==> config.mk <==
export PLATFORM = sky130hd
export DESIGN_NAME = bram_arbiter
export DESIGN_NICKNAME = d
export VERILOG_FILES = /design/src/rtl/bram_arbiter_pkg.sv /design/src/rtl/bram_arbiter_select.sv /design/src/rtl/bram_arbiter.sv
export SDC_FILE = /design/constraint.sdc
export NUM_CORES = 1
export LEC_CHECK = 0
export ABC_AREA = 1
export BUFFER_PORTS_ARGS = -buffer_cell sky130_fd_sc_hd__clkbuf_2
export CAP_MARGIN = 30
export CORE_UTILIZATION = 37
export CTS_CLUSTER_DIAMETER = 200
export DETAILED_ROUTE_END_ITERATION = 16
export PLACE_DENSITY = 0.68
export SETUP_SLACK_MARGIN = 0.05
export SYNTH_ARGS = -nofsm -noshare
export SYNTH_HDL_FRONTEND = slang
export SYNTH_SLANG_ARGS = --single-unit
export TNS_END_PERCENT = 1
==> constraint.sdc <==
create_clock -name I_CLK -period 4.42 [get_ports I_CLK]
set_input_delay 0.442 -clock I_CLK [delete_from_list [all_inputs] [get_ports I_CLK]]
set_output_delay 0.442 -clock I_CLK [all_outputs]
set_load 0.02 [all_outputs]
==> src/rtl/bram_arbiter_pkg.sv <==
// ----------------------------------------------------------------------------
// bram_arbiter_pkg
//   Shared definitions for the two-requester BRAM port arbiter:
//   sequencer state encoding, requester count, default data/address widths
//   and a small index-to-one-hot helper.
// ----------------------------------------------------------------------------
package bram_arbiter_pkg;

  localparam int NUM_REQUESTERS     = 2;
  localparam int DEFAULT_DATA_WIDTH = 16;
  localparam int DEFAULT_ADDR_WIDTH = 16;

  // Sequencer states. Encoding 2'd3 is unused and recovers to S_IDLE.
  typedef enum logic [1:0] {
    S_IDLE   = 2'd0,
    S_ACCESS = 2'd1,
    S_READ   = 2'd2
  } state_t;

  // Turn a requester index into a one-hot per-requester vector.
  function automatic logic [NUM_REQUESTERS-1:0] idx_to_onehot(input logic idx);
    logic [NUM_REQUESTERS-1:0] vec;
    vec      = '0;
    vec[idx] = 1'b1;
    return vec;
  endfunction

endpackage

==> src/rtl/bram_arbiter_select.sv <==
// ----------------------------------------------------------------------------
// bram_arbiter_select
//   Combinational winner selection for the two requesters.
//   Build option: BRAM_ARBITER_FIXED_PRIORITY_EN
//     defined   - requester 0 always wins a tie, ptr is ignored
//     undefined - a tie goes to the requester named by ptr
//   Ports:
//     req  in  NUM_REQUESTERS  active requests, bit n = requester n
//     ptr  in  1               preferred requester on a tie
//     gnt  out NUM_REQUESTERS  one-hot winner (all zero when no request)
// ----------------------------------------------------------------------------
module bram_arbiter_select
  import bram_arbiter_pkg::*;
(
  input  logic [NUM_REQUESTERS-1:0] req,
  input  logic                      ptr,
  output logic [NUM_REQUESTERS-1:0] gnt
);

`ifdef BRAM_ARBITER_FIXED_PRIORITY_EN
  // Pointer has no meaning with fixed priority.
  logic unused_ptr;
  assign unused_ptr = ptr;

  assign gnt[0] = req[0];
  assign gnt[1] = req[1] & ~req[0];
`else
  // A requester wins if it asks and either the other one is silent or the
  // pointer prefers it. Exactly one of the two can satisfy this on a tie.
  genvar gi;
  for (gi = 0; gi < NUM_REQUESTERS; gi++) begin : g_sel
    assign gnt[gi] = req[gi] & (~req[1-gi] | (ptr == 1'(gi)));
  end
`endif

endmodule

==> src/rtl/bram_arbiter.sv <==
// ----------------------------------------------------------------------------
// bram_arbiter
//   Two-requester arbiter/sequencer for one port of a synchronous-read BRAM.
//   Grants one request at a time, drives the BRAM port, waits out the read
//   latency and returns read data (O_RDATA) or a write acknowledge (O_VALID).
//   Build option: BRAM_ARBITER_FIXED_PRIORITY_EN (fixed priority to
//   requester 0 instead of round-robin).
//   Ports:
//     I_CLK, I_NRESET               clock, asynchronous active-low reset
//     I_REQ/I_WE [1:0]              per-requester request / write flag
//     I_ADDR/I_WDATA                packed per-requester address / write data
//     O_GNT/O_VALID [1:0]           one-cycle accept / completion pulses
//     O_RDATA                       last read data (held between reads)
//     O_BRAM_ADDRESS/DATA/WRITE_ENABLE  to the BRAM port
//     I_BRAM_DATA                   from the BRAM port
//   All outputs are registered and reset to 0.
// ----------------------------------------------------------------------------
module bram_arbiter
  import bram_arbiter_pkg::*;
#(
  parameter int DATA_WIDTH = DEFAULT_DATA_WIDTH,
  parameter int ADDR_WIDTH = DEFAULT_ADDR_WIDTH
) (
  input  logic                                 I_CLK,
  input  logic                                 I_NRESET,
  input  logic [NUM_REQUESTERS-1:0]            I_REQ,
  input  logic [NUM_REQUESTERS-1:0]            I_WE,
  input  logic [NUM_REQUESTERS*ADDR_WIDTH-1:0] I_ADDR,
  input  logic [NUM_REQUESTERS*DATA_WIDTH-1:0] I_WDATA,
  output logic [NUM_REQUESTERS-1:0]            O_GNT,
  output logic [NUM_REQUESTERS-1:0]            O_VALID,
  output logic [DATA_WIDTH-1:0]                O_RDATA,
  output logic [ADDR_WIDTH-1:0]                O_BRAM_ADDRESS,
  output logic [DATA_WIDTH-1:0]                O_BRAM_DATA,
  output logic                                 O_BRAM_WRITE_ENABLE,
  input  logic [DATA_WIDTH-1:0]                I_BRAM_DATA
);

  // Unpacked per-requester operands.
  logic [ADDR_WIDTH-1:0] req_addr  [NUM_REQUESTERS];
  logic [DATA_WIDTH-1:0] req_wdata [NUM_REQUESTERS];

  genvar gi;
  for (gi = 0; gi < NUM_REQUESTERS; gi++) begin : g_unpack
    assign req_addr[gi]  = I_ADDR[gi*ADDR_WIDTH +: ADDR_WIDTH];
    assign req_wdata[gi] = I_WDATA[gi*DATA_WIDTH +: DATA_WIDTH];
  end

  state_t                    state_reg, state_next;
  logic [NUM_REQUESTERS-1:0] gnt_reg, gnt_next;
  logic [NUM_REQUESTERS-1:0] valid_reg, valid_next;
  logic [DATA_WIDTH-1:0]     rdata_reg, rdata_next;
  logic [ADDR_WIDTH-1:0]     baddr_reg, baddr_next;
  logic [DATA_WIDTH-1:0]     bdata_reg, bdata_next;
  logic                      bwe_reg, bwe_next;
  logic                      owner_reg, owner_next;   // index of granted requester
  logic                      we_lat_reg, we_lat_next; // latched write flag

  logic [NUM_REQUESTERS-1:0] sel_gnt;
  logic                      winner;
  logic                      ptr_pref;
  logic                      grant_now;

  assign winner    = sel_gnt[1];
  assign grant_now = (state_reg == S_IDLE) && (|I_REQ);

`ifdef BRAM_ARBITER_FIXED_PRIORITY_EN
  assign ptr_pref = 1'b0;
`else
  // Round-robin pointer: names the preferred requester on a tie. After each
  // grant it moves to the requester that was not just served.
  logic ptr_reg;

  always_ff @(posedge I_CLK or negedge I_NRESET) begin
    if (!I_NRESET) begin
      ptr_reg <= 1'b0;
    end else if (grant_now) begin
      ptr_reg <= ~winner;
    end
  end

  assign ptr_pref = ptr_reg;
`endif

  bram_arbiter_select u_select (
    .req (I_REQ),
    .ptr (ptr_pref),
    .gnt (sel_gnt)
  );

  // Next-state and next-output logic.
  always_comb begin
    state_next  = state_reg;
    gnt_next    = '0;
    valid_next  = '0;
    rdata_next  = rdata_reg;
    baddr_next  = baddr_reg;
    bdata_next  = bdata_reg;
    bwe_next    = 1'b0;       // WE is a single-cycle pulse in S_ACCESS
    owner_next  = owner_reg;
    we_lat_next = we_lat_reg;

    case (state_reg)
      S_IDLE: begin
        if (grant_now) begin
          gnt_next    = sel_gnt;
          owner_next  = winner;
          we_lat_next = I_WE[winner];
          // The BRAM port registers double as the operand latch.
          baddr_next  = req_addr[winner];
          bdata_next  = req_wdata[winner];
          bwe_next    = I_WE[winner];
          state_next  = S_ACCESS;
        end
      end

      S_ACCESS: begin
        // BRAM samples the port at the end of this cycle.
        if (we_lat_reg) begin
          valid_next = idx_to_onehot(owner_reg);
          state_next = S_IDLE;
        end else begin
          state_next = S_READ;
        end
      end

      S_READ: begin
        // BRAM output is valid during this cycle; capture it.
        rdata_next = I_BRAM_DATA;
        valid_next = idx_to_onehot(owner_reg);
        state_next = S_IDLE;
      end

      default: begin
        state_next = S_IDLE;
      end
    endcase
  end

  always_ff @(posedge I_CLK or negedge I_NRESET) begin
    if (!I_NRESET) begin
      state_reg  <= S_IDLE;
      gnt_reg    <= '0;
      valid_reg  <= '0;
      rdata_reg  <= '0;
      baddr_reg  <= '0;
      bdata_reg  <= '0;
      bwe_reg    <= 1'b0;
      owner_reg  <= 1'b0;
      we_lat_reg <= 1'b0;
    end else begin
      state_reg  <= state_next;
      gnt_reg    <= gnt_next;
      valid_reg  <= valid_next;
      rdata_reg  <= rdata_next;
      baddr_reg  <= baddr_next;
      bdata_reg  <= bdata_next;
      bwe_reg    <= bwe_next;
      owner_reg  <= owner_next;
      we_lat_reg <= we_lat_next;
    end
  end

  assign O_GNT               = gnt_reg;
  assign O_VALID             = valid_reg;
  assign O_RDATA             = rdata_reg;
  assign O_BRAM_ADDRESS      = baddr_reg;
  assign O_BRAM_DATA         = bdata_reg;
  assign O_BRAM_WRITE_ENABLE = bwe_reg;

endmodule

==> metrics.log, run 1 <==
[metrics] pin slew with the least headroom to its limit: ~800 ps
[metrics] count of synthesis-stage warnings from yosys: 0
[metrics] fraction of layout cells with a size suffix above 1: between 30% and 40%
[metrics] largest family of logic cells by synthesized area: simple AND/OR/NAND/NOR gates
[metrics] time the worst path needs with I/O delays and setup: about 2300 ps
[metrics] hold crit path type: primary input to async pin
[metrics] share of synthesized cell area in full adder, half adder and majority cells: approximately 1.8%
[metrics] register clock-pin slew on the reported worst setup and hold paths: 60 ps
[metrics] post-CTS setup buffers: 0
[metrics] number of placement rows: 31
[metrics] final estimated routing congestion in global placement: between 0.7 and 0.8
[metrics] clock root cell: sky130_fd_sc_hd__clkbuf_8
[metrics] Seq cells post-synth: between 50 and 60
[metrics] largest clock skew in the final design: about 7.4 ps
[metrics] detailed-route DRC error count: 0
[metrics] Post-Synth XOR/XNOR Area: 0%
[metrics] CP startpoint: state_reg[0]$_DFFE_PN0P_
[metrics] Fin. Hold Viols: 0
[metrics] total number of vias: ~2500
[metrics] endpoint arrival time on the critical path: 2520 ps
[metrics] Post-Route Utilization: between 50% and 60%
[metrics] maximum fanout count along the critical path: 21
[metrics] worst endpoint required time: about 4700 ps
[metrics] final slew viol count: 0
[metrics] syn_nets: approximately 410
[metrics] count of cell types in the netlist: 17
[metrics] max_slew headroom: a little under half
[metrics] final std cells w/o fill: roughly 550
[metrics] net total in the final layout: about 540
[metrics] maximum number of pins on one net before global-route repair: 36
[metrics] critical path class: flip-flop to flip-flop
[metrics] cell area after placement: ~3500 µm²
[metrics] Post-CTS Hold Buffers: 0
[metrics] Final Cycle Share: 51.3%
[metrics] area of the multi-input gates: roughly 1000 µm²
[metrics] number of cells after detailed placement: about 540
[metrics] total power divided by cell area: 703 nW/µm²
[metrics] MaxCap Viol Count: 0
[metrics] DR vias/cell: around 4.6
[metrics] number of buffer cells added on primary ports: around 140
[metrics] CTS tree: yes
[metrics] synthesized area per cell: 8.66 µm²
[metrics] Achievable Freq: 441 MHz
[metrics] pre-CTS setup slack: about 2100 ps
[metrics] post-synthesis cell area: 2740 µm²
[metrics] number of endpoints failing setup at the final stage: 0
[metrics] number of instances resized during post-cts repair: 0
[metrics] area taken by flip-flops and latches: 1450 µm²
[metrics] Ports: approximately 140
[metrics] height of the chip: 88.1 µm
[metrics] simple logic cell fraction of the synthesized area: roughly 27%
[metrics] antenna diode count: 0
[metrics] die width: ~90 µm
[metrics] largest vdd supply drop: 0.241 mV
[metrics] vias in the first global route: about 2400
[metrics] Wirelength per Cell: around 12 µm
[metrics] endpoint class of the critical path: flip-flop
[metrics] effective utilization at floorplan: a little under two fifths
[metrics] fin worst setup slack: approximately 2200 ps
[metrics] # fillers: 715
[metrics] multiplexer area fraction after synthesis: 6.57%
[metrics] overall power after layout: roughly 2.6 mW
[metrics] sum of negative setup slack: 0 ps
[metrics] number of H-tree levels: 3
[metrics] global-route usage over all layers: between 15 and 20%
[metrics] area enclosed by the die boundary: 7760 µm²
[metrics] leakage: 2.12 nW
[metrics] final design instance area without fill: 3670 µm²
[metrics] antenna violations before repair: 0
[metrics] minimum hold slack: 118 ps
[metrics] outcome: completed
[metrics] DP Wirelength: roughly 4.8 mm
[metrics] core footprint: 7210 µm²
[metrics] DRT Wirelength: approximately 6.5 mm
[metrics] maximum buffer depth of the clock tree: 2
[metrics] Area Growth Syn to Fin: 33.9%
[metrics] kind of start point of the critical path: flip-flop
[metrics] unrepaired setup endpoints after global routing: false
[metrics] worst skew pair latency: 320 ps
[metrics] startpoint of the worst-slack reg-to-reg timing path: state_reg[0]$_DFFE_PN0P_
[metrics] DR pass1 iterations: 4
[metrics] number of sinks handled by clock tree synthesis: 58
[metrics] remaining number of nets flagged by the antenna check after routing: 0
[metrics] post-synthesis cell count: 317
[metrics] TritonCTS buffer count: 9
[metrics] area fraction in compound gates after synthesis: 1.28%
[metrics] grt total ovfl: 0
[metrics] wire length of the first global-routing pass: 10.5 mm
[metrics] number of DRC violations after detailed-routing iteration 0: 115
[metrics] share of synthesized area occupied by flip-flops and latches: 52.9%
[layout make-up]
class                           instances  share of cell area (%)
Clock buffer                           14                    4.97
Clock inverter                          1                   0.204
Inverter                               48                    4.90
Multi-Input combinational cell        192                    27.9
Sequential cell                        58                    39.5
Tap cell                               99                    3.37
Timing Repair Buffer                  140                    19.2
[power by group]
group	switching [mW]	total, mW	internal (mW)
registers	0.142	0.937	0.795
logic	0.773	1.20	0.425
clock network	0.186	0.448	0.262
[metal layers]
layer  track usage, %  share of wire (%)  routed length [µm]
met1             21.6                 45                2920
met2             30.1                 48                3100
met3             3.86                5.8                 373
met4             7.18               0.94                  61
met5                0                  0                   0
[cell usage after synthesis, drive strengths merged]
cell / number / share of area (%)
inv: 48 / 6.6
nand2: 61 / 8.4
nor2: 2 / 0.27
nand3: 99 / 18
clkbuf: 1 / 0.14
ha: 4 / 1.8
nand3b: 1 / 0.27
buf: 18 / 3.3
a21oi: 3 / 0.55
nor3: 2 / 0.36
mux2: 16 / 6.6
o21ai: 4 / 0.73
dfrtp: 58 / 53
[path summary, 6_finish.rpt]
kind / to / slack, ps / cells after the start
hold / removal: O_RDATA[8]$_DFFE_PN0N_ / 120 / 1
setup reg to reg: O_BRAM_ADDRESS[10]$_DFFE_PN0P_ / 2150 / 6
min in group I_CLK: O_RDATA[11]$_DFFE_PN0N_ / 360 / 2
max in group asynchronous: O_RDATA[5]$_DFFE_PN0N_ / 3450 / 2
hold reg to reg: O_VALID[0]$_DFF_PN0_ / 450 / 1
setup / recovery: O_BRAM_ADDRESS[10]$_DFFE_PN0P_ / 2150 / 6
[logic make-up (layout without fill, tap and decap cells)]
| kind of cell | count (synthesis) | count (layout) |
|---|---|---|
| compound gates | 7 | 7 |
| buf+inv | 67 | 203 |
| mux | 16 | 16 |
| simple gates | 165 | 165 |
| fa+ha+maj | 4 | 4 |
| flops | 58 | 58 |
[critical path: stages, from the launching register on]
cell	delay, ps
sky130_fd_sc_hd__dfrtp_1	400
sky130_fd_sc_hd__inv_1	100
sky130_fd_sc_hd__ha_1	630
sky130_fd_sc_hd__inv_1	150
sky130_fd_sc_hd__nor2_2	680
sky130_fd_sc_hd__nand3_1	160
sky130_fd_sc_hd__nand2_1	90
[layout by cell type, fill, tap and decap left out]
cell type,n
sky130_fd_sc_hd__nand3_1,99
sky130_fd_sc_hd__nand2_2,1
sky130_fd_sc_hd__clkbuf_8,13
sky130_fd_sc_hd__buf_4,2
sky130_fd_sc_hd__nor2_2,1
sky130_fd_sc_hd__clkbuf_2,138
sky130_fd_sc_hd__dfrtp_1,58
sky130_fd_sc_hd__clkinvlp_4,1
sky130_fd_sc_hd__ha_1,4
sky130_fd_sc_hd__a21oi_1,3
sky130_fd_sc_hd__o21ai_0,3
sky130_fd_sc_hd__nor2_1,1
sky130_fd_sc_hd__nand2_1,60
sky130_fd_sc_hd__nor3_1,2
sky130_fd_sc_hd__inv_1,48
sky130_fd_sc_hd__clkbuf_1,1
sky130_fd_sc_hd__o21ai_2,1
sky130_fd_sc_hd__nand3b_1,1
sky130_fd_sc_hd__mux2_2,16
(Power assumes the default switching activity.)
==> run 2: changes to the inputs <==
--- a/config.mk
+++ b/config.mk
@@ -5,13 +5,13 @@
 export SDC_FILE = /design/constraint.sdc
 export NUM_CORES = 1
 export LEC_CHECK = 0
-export ABC_AREA = 1
+export ABC_AREA = 0
 export BUFFER_PORTS_ARGS = -buffer_cell sky130_fd_sc_hd__clkbuf_2
 export CAP_MARGIN = 30
 export CORE_UTILIZATION = 37
 export CTS_CLUSTER_DIAMETER = 200
 export DETAILED_ROUTE_END_ITERATION = 16
-export PLACE_DENSITY = 0.68
+export PLACE_DENSITY = 0.69
 export SETUP_SLACK_MARGIN = 0.05
 export SYNTH_ARGS = -nofsm -noshare
 export SYNTH_HDL_FRONTEND = slang
==> constraint.sdc (replaced) <==
create_clock -name I_CLK -period 2.27 [get_ports I_CLK]
set_input_delay 0.227 -clock I_CLK [delete_from_list [all_inputs] [get_ports I_CLK]]
set_output_delay 0.227 -clock I_CLK [all_outputs]
set_load 0.02 [all_outputs]
==> metrics.log, run 2 <==
[metrics] outcome: completed
[metrics] WP buf/inv: 2
[metrics] most common cell after layout, fill and taps aside: sky130_fd_sc_hd__clkbuf_2
[metrics] pin slew with the least headroom to its limit: approximately 560 ps
[metrics] hold crit path type: primary input to flip-flop
[metrics] fraction of post-synthesis cell area in the top cell type by area: 56.9%
[metrics] MaxCap Viol Count: 0
[metrics] TritonCTS buffer count: 9
[metrics] top routing layer used: met4
[metrics] Final Cycle Share: around three quarters
[metrics] vias in the first global route: 2190
[metrics] dominant cells by area after synthesis: sky130_fd_sc_hd__dfrtp_1, sky130_fd_sc_hd__mux2_2, sky130_fd_sc_hd__a221o_1
[metrics] CTS tree: yes
[metrics] relative contribution of combinational cells to total power: a little under half
[metrics] unrepaired setup endpoints after global routing: false
[metrics] DR pass1 iterations: 4
[metrics] final estimated routing congestion in global placement: approximately 0.74
[metrics] antenna diode count: 0
[metrics] top-count cell post-synth: sky130_fd_sc_hd__dfrtp_1
[metrics] post-synthesis cell area: ~2500 µm²
[metrics] CP Cell Sequence: inv_1 -> ha_1 -> o21ai_2 -> buf_4 -> a31oi_1 -> a21oi_1
[metrics] Wirelength per Cell: ~14 µm
[metrics] grt total ovfl: 0
[metrics] total number of vias: about 2300
[metrics] DP Wirelength: between 4 and 5 mm
[metrics] share of synthesized cell area in full adder, half adder and majority cells: 1.96%
[metrics] detailed-route DRC error count: 0
[metrics] synthesized area per cell: between 10 and 15 µm²
[metrics] wire length of the first global-routing pass: between 10 and 15 mm
[metrics] number of sinks handled by clock tree synthesis: 58
[metrics] leakage: roughly 1.8 nW
[metrics] count of synthesis-stage warnings from yosys: 0
[metrics] switching power total: slightly above 2 mW
[metrics] area enclosed by the die boundary: between 7000 and 8000 µm²
[metrics] number of cells after detailed placement: between 400 and 500
[metrics] family with the most delay on the worst path: compound AO/OA/AOI/OAI gates
[metrics] detailed-routing wirelength on met1: 2.93 mm
[metrics] area fraction in compound gates after synthesis: around a fifth
[metrics] register clock-pin slew on the reported worst setup and hold paths: around 60 ps
[metrics] number of placement rows: 29
[metrics] syn_nets: around 320
[metrics] DR vias/cell: around 5
[metrics] antenna violations before repair: 0
[metrics] largest vdd supply drop: around 0.58 mV
[metrics] sequential cell fraction of total power: between 30% and 40%
[metrics] maximum fanout count along the critical path: 21
[metrics] Post-Route Utilization: around 54%
[metrics] total power divided by cell area: approximately 1500 nW/µm²
[metrics] critical path class: flip-flop to flip-flop
[metrics] remaining number of nets flagged by the antenna check after routing: 0
[metrics] number of synthesized flops with an enable pin: 0
[metrics] number of endpoints failing setup at the final stage: 0
[metrics] Post-synth top flop: sky130_fd_sc_hd__dfrtp_1
[metrics] effective utilization at floorplan: about two fifths
[metrics] Ports: between 100 and 150
[metrics] Achievable Freq: 574 MHz
[metrics] sum of negative setup slack: 0 ps
[metrics] maximum single-stage delay on the critical path: around 400 ps
[metrics] clock network fraction of total power: between 15 and 20%
[metrics] # fillers: between 500 and 600
[metrics] final slew viol count: 0
[metrics] switching portion of total power: around 40%
[metrics] simple logic cell fraction of the synthesized area: 8.93%
[metrics] max_slew headroom: between 60% and 70%
[metrics] slowest stage cell on the critical path: sky130_fd_sc_hd__dfrtp_1
[metrics] post-synth top area cell: sky130_fd_sc_hd__dfrtp_1
[metrics] global-route usage over all layers: a little under a fifth
[metrics] maximum number of pins on one net before global-route repair: 23
[metrics] Fin. Hold Viols: 0
[metrics] number of H-tree levels: 3
[metrics] number of instances resized during post-cts repair: 0
[metrics] die width: 85.0 µm
[metrics] core footprint: ~6500 µm²
[metrics] multiplexer area fraction after synthesis: under 10%
[metrics] endpoint class of the critical path: flip-flop
[metrics] Post-synth ARST share: between 90% and 100%
[metrics] count of cell types in the netlist: 28
[metrics] net total in the final layout: around 460
[metrics] Seq cells post-synth: between 50 and 60
[metrics] largest clock skew in the final design: between 5 and 6 ps
[metrics] fraction of layout cells with a size suffix above 1: between 40% and 50%
[metrics] DRT Wirelength: 6.46 mm
[metrics] DR WL met3: 462 µm
[metrics] time the worst path needs with I/O delays and setup: 1740 ps
[metrics] cell internal power dissipation: 3.02 mW
[metrics] clock root cell: sky130_fd_sc_hd__clkbuf_8
[metrics] commonest non-fill, non-tap cells in the layout: sky130_fd_sc_hd__clkbuf_2, sky130_fd_sc_hd__dfrtp_1, sky130_fd_sc_hd__a21oi_1, sky130_fd_sc_hd__nor2_1, sky130_fd_sc_hd__o21ai_0
[metrics] met2 layer wire length in the routed design: 2.93 mm
[metrics] maximum buffer depth of the clock tree: 2
[metrics] final std cells w/o fill: 446
[metrics] worst endpoint required time: 2470 ps
[metrics] endpoint arrival time on the critical path: about 2000 ps
[metrics] kind of start point of the critical path: flip-flop
[metrics] post-synthesis cell count: 227
[metrics] worst skew pair latency: around 330 ps
[metrics] largest family of logic cells by synthesized area: compound AO/OA/AOI/OAI gates
[metrics] Area Growth Syn to Fin: 36.5%
[metrics] ranking of synthesized cells by instance count: sky130_fd_sc_hd__dfrtp_1, sky130_fd_sc_hd__a21oi_1, sky130_fd_sc_hd__nor2_1, sky130_fd_sc_hd__o21ai_0, sky130_fd_sc_hd__a31oi_1
[metrics] number of DRC violations after detailed-routing iteration 0: 95
[metrics] number of buffer cells added on primary ports: approximately 140
[metrics] Post-Synth XOR/XNOR Area: 0%
[metrics] share of synthesized area occupied by flip-flops and latches: between 50% and 60%
[metrics] height of the chip: around 85 µm
-- run 2: cells by family after synthesis --
logic type	after synthesis
AOI/OAI and AO/OA	79
adders and majority gates	4
buffers and inverters	22
DFF	58
muxes	17
and+or+nand+nor	47
-- run 2: power groups by stage --
stage / registers (mW) / logic (mW) / clock network [mW]
floorplan: 2.35 / 1.07 / 0
global placement: 1.80 / 2.32 / 0
detailed placement: 1.82 / 2.35 / 0
CTS: 1.81 / 2.36 / 0.957
global route: 1.86 / 2.54 / 1.01
finish: 1.80 / 2.33 / 0.931
-- run 2: worst reg2reg max path: cells and delay by family, from the launching register on --
kind / cells / cell delay (ps)
buffers and inverters: 2 / 400
DFF: 1 / 390
adders and majority gates: 1 / 320
AOI/OAI and AO/OA: 3 / 490
-- run 2: through the flow --
stage / power, mW / cell area, µm² / hold slack, ps / worst slack, ps
after floorplan: 3.42 / 2550 / -68.6 / 712
after global placement: 4.12 / 3280 / 219 / 653
after detailed placement: 4.17 / 3280 / 225 / 553
after CTS: 5.13 / 3480 / 110 / 539
after global routing: 5.41 / 3480 / 110 / 401
final: 5.06 / 3480 / 123 / 529
-- run 2: final cells by class --
class	count	area, µm²	share of cell area, %
flip-flops and latches	58	1450	41.7
multi-input cells	147	968	27.8
repair buffers	147	761	21.9
clock buffers	11	151	4.35
well taps	77	96.3	2.77
clock inverters	3	40.0	1.15
inverters	3	11.3	0.324
-- run 2: per-layer routing --
layer	global-route usage, %	up-vias
met1	24.8	1062
li1	-	1096
met2	29.5	110
met5	0	-
met3	4.18	14
met4	8.94	0
-- run 2: path summary, 6_finish.rpt --
| kind | from | end | slack, ps | depth (start not counted) |
|---|---|---|---|---|
| worst max-delay path | state_reg[1]$_DFFE_PN0P_ | O_BRAM_ADDRESS[13]$_DFFE_PN0P_ | 530 | 6 |
| worst min-delay path | I_WDATA[20] | O_BRAM_DATA[4]$_DFFE_PN0P_ | 120 | 2 |
| worst max register to register | state_reg[1]$_DFFE_PN0P_ | O_BRAM_ADDRESS[13]$_DFFE_PN0P_ | 530 | 6 |
| worst min register to register | owner_reg$_DFFE_PN0P_ | O_VALID[0]$_DFF_PN0_ | 480 | 1 |
| max in group asynchronous | I_NRESET | O_BRAM_DATA[11]$_DFFE_PN0P_ | 1210 | 3 |
| min in group asynchronous | I_NRESET | O_RDATA[9]$_DFFE_PN0N_ | 400 | 2 |
-- run 2: what timing repair did --
action,4_1_cts,5_1_grt
buffers inserted,0,0
hold endpoints to repair,20,0
hold buffers,1,0
==> run 3: changes to the inputs <==
--- a/config.mk
+++ b/config.mk
@@ -11,7 +11,7 @@
 export CORE_UTILIZATION = 37
 export CTS_CLUSTER_DIAMETER = 200
 export DETAILED_ROUTE_END_ITERATION = 16
-export PLACE_DENSITY = 0.69
+export PLACE_DENSITY = 0.72
 export SETUP_SLACK_MARGIN = 0.05
 export SYNTH_ARGS = -nofsm -noshare
 export SYNTH_HDL_FRONTEND = slang
==> constraint.sdc (replaced) <==
create_clock -name I_CLK -period 1.6 [get_ports I_CLK]
set_input_delay 0.16 -clock I_CLK [delete_from_list [all_inputs] [get_ports I_CLK]]
set_output_delay 0.16 -clock I_CLK [all_outputs]
set_load 0.02 [all_outputs]
==> metrics.log, run 3 (synthesis results as in run 2) <==
[metrics] number of DRC violations after detailed-routing iteration 0: 70
[metrics] remaining number of nets flagged by the antenna check after routing: 0
[metrics] final slew viol count: 0
[metrics] DR pass1 iterations: 5
[metrics] critical path class: flip-flop to flip-flop
[metrics] overall power after layout: between 7 and 8 mW
[metrics] area enclosed by the die boundary: between 7000 and 8000 µm²
[metrics] number of cells after detailed placement: between 400 and 500
[metrics] Achievable Freq: slightly below 700 MHz
[metrics] vias in the first global route: ~2300
[metrics] Final Cycle Share: between 90 and 100%
[metrics] maximum fanout count along the critical path: 15
[metrics] net total in the final layout: around 460
[metrics] outcome: completed
[metrics] height of the chip: approximately 85 µm
[metrics] number of sinks handled by clock tree synthesis: 58
[metrics] DRT Wirelength: 6.45 mm
[metrics] most common cell after layout, fill and taps aside: sky130_fd_sc_hd__clkbuf_2
[metrics] grt total ovfl: 0
[metrics] effective utilization at floorplan: 39.3%
[metrics] maximum number of pins on one net before global-route repair: 59
[metrics] time the worst path needs with I/O delays and setup: 1480 ps
[metrics] Ports: between 100 and 150
[metrics] slowest stage cell on the critical path: sky130_fd_sc_hd__dfrtp_1
[metrics] CP Cell Sequence: inv_2 -> ha_4 -> and3_1 -> buf_4 -> a221o_1
[metrics] fin worst setup slack: approximately 120 ps
[metrics] leakage: ~1.8 nW
[metrics] largest vdd supply drop: 0.723 mV
[metrics] DP Wirelength: between 4 and 5 mm
[metrics] TritonCTS buffer count: 9
[metrics] number of H-tree levels: 3
[metrics] sum of negative setup slack: 0 ps
[metrics] final design instance area without fill: ~3600 µm²
[metrics] cell area after placement: between 3000 and 4000 µm²
[metrics] fraction of layout cells with a size suffix above 1: approximately 49%
[metrics] final estimated routing congestion in global placement: about 0.77
[metrics] total number of vias: 2337
[metrics] kind of start point of the critical path: flip-flop
[metrics] maximum buffer depth of the clock tree: 2
[metrics] detailed-route DRC error count: 0
[metrics] worst skew pair latency: about 330 ps
[metrics] die width: approximately 85 µm
[metrics] DR vias/cell: slightly above 5
[metrics] unrepaired setup endpoints after global routing: false
[metrics] antenna violations before repair: 0
[metrics] # fillers: approximately 600
[metrics] family with the most delay on the worst path: flip-flops
[metrics] max_slew headroom: about two thirds
[metrics] WP buf/inv: 2
[metrics] pre-CTS setup slack: -30.8 ps
[metrics] total power divided by cell area: ~2100 nW/µm²
[metrics] global-route usage over all layers: between 10% and 20%
[metrics] core footprint: 6490 µm²
[metrics] number of placement rows: 29
[metrics] pin slew with the least headroom to its limit: 525 ps
[metrics] commonest non-fill, non-tap cells in the layout: sky130_fd_sc_hd__clkbuf_2, sky130_fd_sc_hd__dfrtp_1, sky130_fd_sc_hd__a21oi_1, sky130_fd_sc_hd__nor2_1, sky130_fd_sc_hd__o21ai_0
[metrics] number of buffer cells added on primary ports: ~140
[metrics] worst endpoint required time: 1800 ps
[metrics] Fin. Hold Viols: 0
[metrics] register clock-pin slew on the reported worst setup and hold paths: ~60 ps
[metrics] Area Growth Syn to Fin: 41.3%
[metrics] final std cells w/o fill: approximately 450
[metrics] antenna diode count: 0
[metrics] largest clock skew in the final design: 9.26 ps
[metrics] hold crit path type: primary input to flip-flop
[metrics] number of endpoints failing setup at the final stage: 0
[metrics] CTS tree: yes
[metrics] endpoint class of the critical path: flip-flop
[metrics] Wirelength per Cell: 14.2 µm
[metrics] MaxCap Viol Count: 0
[metrics] maximum single-stage delay on the critical path: 390 ps
[metrics] endpoint arrival time on the critical path: between 1500 and 2000 ps
[metrics] wire length of the first global-routing pass: 10.4 mm
[metrics] clock root cell: sky130_fd_sc_hd__clkbuf_8
==> run 3: stage by stage <==
stage / hold slack (ps) / util (%)
2_1_floorplan: -136 / -
3_3_place_gp: 191 / 52.1
3_5_place_dp: 193 / 52.1
4_1_cts: 48.2 / 55.2
5_1_grt: 57.6 / 55.5
6_report: 62.9 / 55.5
==> run 3: timing repair <==
action | CTS | global route
gates resized for setup | 1 | 2
hold buffers | 1 | 0
gates cloned | 0 | 1
setup buffers | 0 | 0
setup endpoints to repair | 25 | 22
endpoints found under the hold margin | 58 | 0
==> run 3: path summary, 6_finish.rpt <==
kind	endpoint	start	slack (ps)	depth (start not counted)
setup reg to reg	O_BRAM_DATA[1]$_DFFE_PN0P_	state_reg[0]$_DFFE_PN0P_	120	5
setup / recovery	O_BRAM_DATA[1]$_DFFE_PN0P_	state_reg[0]$_DFFE_PN0P_	120	5
min in group asynchronous	O_RDATA[10]$_DFFE_PN0N_	I_NRESET	370	3
max in group asynchronous	state_reg[0]$_DFFE_PN0P_	I_NRESET	980	3
hold / removal	O_BRAM_DATA[11]$_DFFE_PN0P_	I_WDATA[11]	60	2
hold reg to reg	O_VALID[0]$_DFF_PN0_	owner_reg$_DFFE_PN0P_	500	1
==> run 3: metal layers <==
layer  wire, µm  up-vias  track usage, %
li1           -     1107               -
met1       2850     1096            24.0
met2       2970      116            28.4
met3        468       18            4.57
met4        157        0            8.63
met5          0        -               0
==> run 3: area by class of cell <==
| class | instances | area [µm²] | share of cell area, % |
|---|---|---|---|
| inverters | 3 | 11.3 | 0.313 |
| multi-input cells | 148 | 997 | 27.7 |
| repair buffers | 152 | 861 | 23.9 |
| well taps | 77 | 96.3 | 2.67 |
| clock inverters | 3 | 40.0 | 1.11 |
| flip-flops and latches | 58 | 1450 | 40.3 |
| clock buffers | 12 | 145 | 4.03 |
==> run 3: worst reg2reg max path, cell delays in order (launching register included) <==
cell and delay [ps]:
sky130_fd_sc_hd__dfrtp_1 390, sky130_fd_sc_hd__inv_2 80, sky130_fd_sc_hd__ha_4 190, sky130_fd_sc_hd__and3_1 160, sky130_fd_sc_hd__buf_4 180, sky130_fd_sc_hd__a221o_1 370
==> run 3: power by group <==
part	total, mW	switching (mW)	internal, mW
Clock	1.28	0.528	0.749
Sequential	2.56	0.377	2.18
Combinational	3.59	2.06	1.53
Total	7.43	2.97	4.46
